<file path="src/rtl/uart_pkg.sv">
// Shared types and constants for the 8N1 UART slice (uart_tx_core, uart_transceiver).
package uart_pkg;

  typedef enum logic [1:0] {IDLE, START, DATA, STOP} tx_state_t;
  typedef tx_state_t rx_state_t;

  localparam int unsigned DATA_BITS = 8;
  localparam logic        START_BIT = 1'b0;
  localparam logic        STOP_BIT  = 1'b1;

  function automatic int unsigned baud_div(input int unsigned clk_freq, input int unsigned baud);
    return clk_freq / baud;
  endfunction

  // Width of a counter running 0..n-1
  function automatic int unsigned cnt_width(input int unsigned n);
    return (n < 2) ? 1 : $clog2(n);
  endfunction

endpackage

</file>
<file path="src/rtl/uart_tx_core.sv">
// 8N1 serialiser: captures din on trigger while idle and shifts it out LSB first.
module uart_tx_core
  import uart_pkg::*;
#(
  parameter int unsigned CLKS_PER_BIT = 434
) (
  input  logic                 clk,
  input  logic                 rst_,
  input  logic [DATA_BITS-1:0] din,
  input  logic                 trigger,
  output logic                 dout,
  output logic                 busy
);

  localparam int unsigned          CNT_W    = cnt_width(CLKS_PER_BIT);
  localparam logic [CNT_W-1:0]     CNT_LAST = CNT_W'(CLKS_PER_BIT - 1);
  localparam logic [2:0]           BIT_LAST = 3'(DATA_BITS - 1);

  tx_state_t              state_q, state_d;
  logic [CNT_W-1:0]       cnt_q, cnt_d;
  logic [DATA_BITS-1:0]   shift_q, shift_d;
  logic [2:0]             bit_q, bit_d;

  always_ff @(posedge clk or negedge rst_) begin
    if (!rst_) begin
      state_q <= IDLE;
      cnt_q   <= '0;
      shift_q <= '0;
      bit_q   <= '0;
    end else begin
      state_q <= state_d;
      cnt_q   <= cnt_d;
      shift_q <= shift_d;
      bit_q   <= bit_d;
    end
  end

  always_comb begin
    state_d = state_q;
    cnt_d   = cnt_q;
    shift_d = shift_q;
    bit_d   = bit_q;
    dout    = STOP_BIT;
    busy    = (state_q != IDLE);
    unique case (state_q)
      IDLE: begin
        if (trigger) begin
          shift_d = din;
          cnt_d   = '0;
          state_d = START;
        end
      end
      START: begin
        dout = START_BIT;
        if (cnt_q == CNT_LAST) begin
          cnt_d   = '0;
          bit_d   = '0;
          state_d = DATA;
        end else begin
          cnt_d = cnt_q + 1'b1;
        end
      end
      DATA: begin
        dout = shift_q[0];
        if (cnt_q == CNT_LAST) begin
          cnt_d   = '0;
          shift_d = shift_q >> 1;
          if (bit_q == BIT_LAST) state_d = STOP;
          else                   bit_d   = bit_q + 1'b1;
        end else begin
          cnt_d = cnt_q + 1'b1;
        end
      end
      STOP: begin
        if (cnt_q == CNT_LAST) begin
          cnt_d   = '0;
          state_d = IDLE;
        end else begin
          cnt_d = cnt_q + 1'b1;
        end
      end
      default: state_d = IDLE;
    endcase
  end

endmodule

</file>
<file path="src/rtl/uart_transceiver.sv">
// Full-duplex 8N1 UART: uart_tx_core transmitter plus inline receiver.
// Define UART_FRAME_ERR_EN to add the rx_ferr framing-error pulse output.
module uart_transceiver
  import uart_pkg::*;
#(
  parameter int unsigned CLK_FREQ = 50_000_000,
  parameter int unsigned BAUD     = 115_200
) (
  input  logic       clk,
  input  logic       rst_,
  input  logic [7:0] tx_din,
  input  logic       tx_trigger,
  output logic       tx_dout,
  output logic       tx_busy,
  input  logic       rx_din,
  output logic [7:0] rx_dout,
  output logic       rx_dvalid
`ifdef UART_FRAME_ERR_EN
  ,
  output logic       rx_ferr
`endif
);

  localparam int unsigned      CLKS_PER_BIT = baud_div(CLK_FREQ, BAUD);
  localparam int unsigned      CNT_W        = cnt_width(CLKS_PER_BIT);
  localparam logic [CNT_W-1:0] CNT_LAST     = CNT_W'(CLKS_PER_BIT - 1);
  localparam logic [CNT_W-1:0] HALF_LAST    = CNT_W'(CLKS_PER_BIT / 2 - 1);
  localparam logic [2:0]       BIT_LAST     = 3'(DATA_BITS - 1);

  uart_tx_core #(
    .CLKS_PER_BIT(CLKS_PER_BIT)
  ) u_tx (
    .clk     (clk),
    .rst_    (rst_),
    .din     (tx_din),
    .trigger (tx_trigger),
    .dout    (tx_dout),
    .busy    (tx_busy)
  );

  logic [1:0] sync_q;
  logic       rx_line;

  always_ff @(posedge clk or negedge rst_) begin
    if (!rst_) sync_q <= '1;
    else       sync_q <= {sync_q[0], rx_din};
  end

  assign rx_line = sync_q[1];

  rx_state_t            state_q, state_d;
  logic [CNT_W-1:0]     cnt_q, cnt_d;
  logic [DATA_BITS-1:0] shift_q, shift_d;
  logic [2:0]           bit_q, bit_d;
  logic [7:0]           dout_d;
  logic                 dvalid_d;
`ifdef UART_FRAME_ERR_EN
  logic                 ferr_d;
`endif

  always_ff @(posedge clk or negedge rst_) begin
    if (!rst_) begin
      state_q   <= IDLE;
      cnt_q     <= '0;
      shift_q   <= '0;
      bit_q     <= '0;
      rx_dout   <= '0;
      rx_dvalid <= 1'b0;
`ifdef UART_FRAME_ERR_EN
      rx_ferr   <= 1'b0;
`endif
    end else begin
      state_q   <= state_d;
      cnt_q     <= cnt_d;
      shift_q   <= shift_d;
      bit_q     <= bit_d;
      rx_dout   <= dout_d;
      rx_dvalid <= dvalid_d;
`ifdef UART_FRAME_ERR_EN
      rx_ferr   <= ferr_d;
`endif
    end
  end

  always_comb begin
    state_d  = state_q;
    cnt_d    = cnt_q;
    shift_d  = shift_q;
    bit_d    = bit_q;
    dout_d   = rx_dout;
    dvalid_d = 1'b0;
`ifdef UART_FRAME_ERR_EN
    ferr_d   = 1'b0;
`endif
    unique case (state_q)
      IDLE: begin
        if (rx_line == START_BIT) begin
          cnt_d   = '0;
          state_d = START;
        end
      end
      START: begin
        // Half-bit recheck aligns later samples to bit centres and rejects glitches
        if (cnt_q == HALF_LAST) begin
          cnt_d = '0;
          bit_d = '0;
          if (rx_line == START_BIT) state_d = DATA;
          else                      state_d = IDLE;
        end else begin
          cnt_d = cnt_q + 1'b1;
        end
      end
      DATA: begin
        if (cnt_q == CNT_LAST) begin
          cnt_d   = '0;
          shift_d = {rx_line, shift_q[DATA_BITS-1:1]};
          if (bit_q == BIT_LAST) state_d = STOP;
          else                   bit_d   = bit_q + 1'b1;
        end else begin
          cnt_d = cnt_q + 1'b1;
        end
      end
      STOP: begin
        // Leave at the stop-bit centre so an early following start bit is caught
        if (cnt_q == CNT_LAST) begin
          cnt_d   = '0;
          state_d = IDLE;
          if (rx_line == STOP_BIT) begin
            dout_d   = shift_q;
            dvalid_d = 1'b1;
          end
`ifdef UART_FRAME_ERR_EN
          else begin
            ferr_d = 1'b1;
          end
`endif
        end else begin
          cnt_d = cnt_q + 1'b1;
        end
      end
      default: state_d = IDLE;
    endcase
  end

endmodule

</file>
<file path="config.mk">
export PLATFORM = sky130hd
export DESIGN_NAME = uart_transceiver
export DESIGN_NICKNAME = d
export VERILOG_FILES = /design/src/rtl/uart_pkg.sv /design/src/rtl/uart_tx_core.sv /design/src/rtl/uart_transceiver.sv
export SDC_FILE = /design/constraint.sdc
export NUM_CORES = 1
export LEC_CHECK = 0
export CELL_PAD_IN_SITES_DETAIL_PLACEMENT = 1
export CELL_PAD_IN_SITES_GLOBAL_PLACEMENT = 2
export CORE_ASPECT_RATIO = 0.5
export CORE_MARGIN = 8
export CORE_UTILIZATION = 40
export CTS_BUF_LIST = sky130_fd_sc_hd__clkbuf_8
export DETAILED_ROUTE_END_ITERATION = 10
export PLACE_DENSITY = 0.81
export SLEW_MARGIN = 0
export SYNTH_ARGS = -nofsm -noshare
export SYNTH_HDL_FRONTEND = slang
export SYNTH_HIERARCHICAL = 1
export SYNTH_SLANG_ARGS = --single-unit
</file>
<file path="constraint.sdc">
create_clock -name clk -period 5.3 [get_ports clk]
set_input_delay 1.06 -clock clk [delete_from_list [all_inputs] [get_ports clk]]
set_output_delay 1.06 -clock clk [all_outputs]
set_load 0.03 [all_outputs]
</file>
==> results.yml <==
run_status:
  status: "completed"
logic_synthesis:
  post-synth-top-count-cell: "sky130_fd_sc_hd__dfrtp_1"
  yosys_warnings: 6
  synthFlopType: "sky130_fd_sc_hd__dfrtp_1"
  yosysTopAreaCellShare_pct: 46.6
  ranking_of_synthesized_cells_by_instance_count: "sky130_fd_sc_hd__dfrtp_1 (53), sky130_fd_sc_hd__nand2_1 (23), sky130_fd_sc_hd__o21ai_0 (18), sky130_fd_sc_hd__mux2_2 (15), sky130_fd_sc_hd__nor2_1 (15)"
  synth_top_cells_by_area: "sky130_fd_sc_hd__dfrtp_1 (47%), sky130_fd_sc_hd__ha_1 (6.2%), sky130_fd_sc_hd__mux2_2 (5.9%)"
  synth-edff-count: 0
  synth-seq-area-share_pct: 48.4
  netlist.top_cell.by_area: "sky130_fd_sc_hd__dfrtp_1"
  syn_area_per_cell_um2: 10.7
  synth_fp_nets: 293
  synthDistinctLibCells: 57
  ys_seq_elements: 55
  postSynthCellCount: 267
  ys_async_sr_fraction_pct: 100
  synthesis.area_um2: 2850
sta:
  slew-limit-headroom_pct: 52.8
  maxSlewViolCount: 0
  setup_viol: 0
  total_count_of_hold_check_failures_in_the_final_report: 0
  setup-tns-final_ns: 0
  rsz0062_at_grt: "no"
  slew_at_the_pin_with_the_worst_max_slew_slack_ns: 0.708
  fin_crit_sh_pct: 63.2
  maxClockFrequency_ghz: 0.298
  fin_skew_ns: 0.0112
  finalWorstPathRequiredPeriod_ns: 3.35
floorplan:
  die_width_um: 135
  io_pins: 23
  chipHeight_um: 75.7
  std_cell_rows: 21
  die_area_um2: 10200
  floorplan.initialDensity_pct: 42.0
  core_area_um2: 6780
drt:
  post_drt_via_cell_ratio: 5.51
  dr.first_iter.drc_count: 106
  detail_route.wirelength_um: 6180
  remaining_drc_errors: 0
  wl_per_cell_um: 16.2
  via_count: 2098
  ant_nets: 0
  drt_first_pass_iters: 4
clocking:
  clock_tree.htree_level_count: 2
  insertion_delay_ns: 0.31
  clk_path_buf_depth: 2
  hold_buffers: 0
  cts_resized: 0
  clock_pin_transition_on_the_worst_setup_and_hold_timing_paths_ns: 0.10
  cts-buffers-inserted: 5
  cts_tree: "built"
  clock_tree.root_cell: "sky130_fd_sc_hd__clkbuf_8"
  cts.repair_timing.setup_buffer_count: 0
  clock_sink_count: 55
finish:
  final_core_utilization_pct: 47.9
  antennaDiodeCount: 0
  seqCellArea_um2: 1380
  layout-area-overhead-vs-synth_pct: 14.0
  multi_input_area_um2: 1380
  layout_cells_sized_above_1_pct: 13.1
  num-fill-cells: 763
  net_count_final: 314
power:
  cellLeakagePower_nw: 1.49
  vdd_drop_max_uv: 269
  power.density_nw_per_um2: 346
worst_setup_path:
  cp.arrival_ns: 2.29
  regToRegEndpoint: "u_tx/state_q[1]"
  critPathCaptureType: "output pin"
  category_of_the_most_critical_setup_path: "reg2out"
  path_max_fanout: 15
  worstSetupStartpointType: "register"
  critical_path.reg2reg.startpoint: "u_tx/state_q[0]"
  rr_worst_depth: 5
  timing.critical_path.required_ns: 4.24
  ff2ff_setup_slack_ns: 3.18
flow_run:
  cap_viol_max_count: 0
grt:
  largest_net_degree_at_the_start_of_global_routing: 56
  grt_antenna_before_repair: 0
  grt-ovfl-total: 0
  global_route_wire_length_before_repair_um: 11000
  grt_pass1_vias: 2265
  global_route.usage.total_pct: 13.3
hold_path:
  min_from: "sync_q[0]"
  min_path_type: "reg2reg"
  hold_depth: 0
  terminating_pin_of_the_worst_hold_path: "sync_q[1]"
placed_design:
  buffer_ports.inserted: 22
  place.gp.congestion: 0.812
  hpwl_um: 4380
## layer usage
| metal | wire, µm | GRT usage, % |
|---|---|---|
| met5 | 0 | 0 |
| met4 | 50 | 3.66 |
| met3 | 150 | 3.49 |
| met2 | 2940 | 22.6 |
| met1 | 3040 | 16.6 |
## stage by stage
step / total power [mW] / hold slack, ns / setup slack [ns] / instance area (µm²) / cells
after floorplan: 0.761 / 0.345 / 2.97 / 2850 / 267
after global placement: 0.836 / 0.349 / 2.39 / 3140 / 373
after detailed placement: 0.857 / 0.347 / 2.27 / 3140 / 373
after CTS: 1.14 / 0.363 / 1.92 / 3250 / 381
after global routing: 1.20 / 0.364 / 1.79 / 3250 / 381
final: 1.12 / 0.361 / 1.95 / 3250 / 381
## area by class of cell
class	count	area share, %
sequential	55	42.5
multi-input combinational	191	42.5
timing repair buffer	23	6.86
tap	92	3.55
clock buffer	5	2.12
inverter	12	1.39
clock inverter	3	1.16
## layout by cell type (no fill, tap or decap), drive strengths merged, types with 2 or more instances in the layout
cell type,synthesis,layout
nand4,3,3
inv,12,14
o221ai,2,2
o31a,3,3
nor3,6,6
nand4b,2,2
dfrtp,53,53
and4,2,2
o2bb2ai,3,3
o31ai,2,2
clkbuf,4,5
a21o,3,3
o22ai,11,11
nand3,15,15
o21ai,18,18
nand2b,4,4
nor2b,3,3
nor2,16,16
ha,14,14
nand2,24,24
clkdlybuf4s50,0,21
and3,3,3
buf,5,2
mux2,17,17
a21oi,13,13
dfstp,2,2
xor2,3,3
nor4,4,4
## registers in the layout (all words and copies together) (netlist names), named ones only
register      count
sync_q            2
rx_dout           8
state_q           1
bit_q             3
shift_q           8
u_tx/state_q      2
u_tx/shift_q      8
u_tx/cnt_q        9
cnt_q             9
u_tx/bit_q        3
rx_dvalid         1
## worst max-delay path: stages, from the launching register on
cell and delay (ns):
sky130_fd_sc_hd__dfrtp_1 0.42, sky130_fd_sc_hd__inv_1 0.12, sky130_fd_sc_hd__ha_1 0.49, sky130_fd_sc_hd__nor2_1 0.18, sky130_fd_sc_hd__a21o_1 0.19, sky130_fd_sc_hd__clkdlybuf4s50_1 0.59
## how the worst max path moves through the flow
stage,cells past startpoint,slack (ns),endpoint,start
5_1_grt,5,1.79,tx_dout,u_tx/state_q[0]
3_3_place_gp,5,2.39,tx_dout,u_tx/state_q[0]
6_report,5,1.95,tx_dout,u_tx/state_q[0]
2_1_floorplan,5,2.97,tx_dout,u_tx/state_q[0]
4_1_cts,5,1.92,tx_dout,u_tx/state_q[0]
3_5_place_dp,5,2.27,tx_dout,u_tx/state_q[0]
## kinds of logic (layout without fill, tap and decap cells)
family,after synthesis,count (layout),share of synthesized area (%)
flops,55,55,48.4
buf+inv,21,43,3.16
fa+ha+maj,14,14,6.15
mux,18,18,7.07
compound gates,67,67,15.7
xor+xnor,3,3,0.923
simple gates,89,89,18.6
## power by group
group	switching, mW	total, mW	leakage (nW)	internal (mW)
Sequential	0.0522	0.531	0.715	0.479
Clock	0.140	0.278	0.0607	0.138
Combinational	0.181	0.315	0.715	0.134
(Power assumes the default switching activity.)
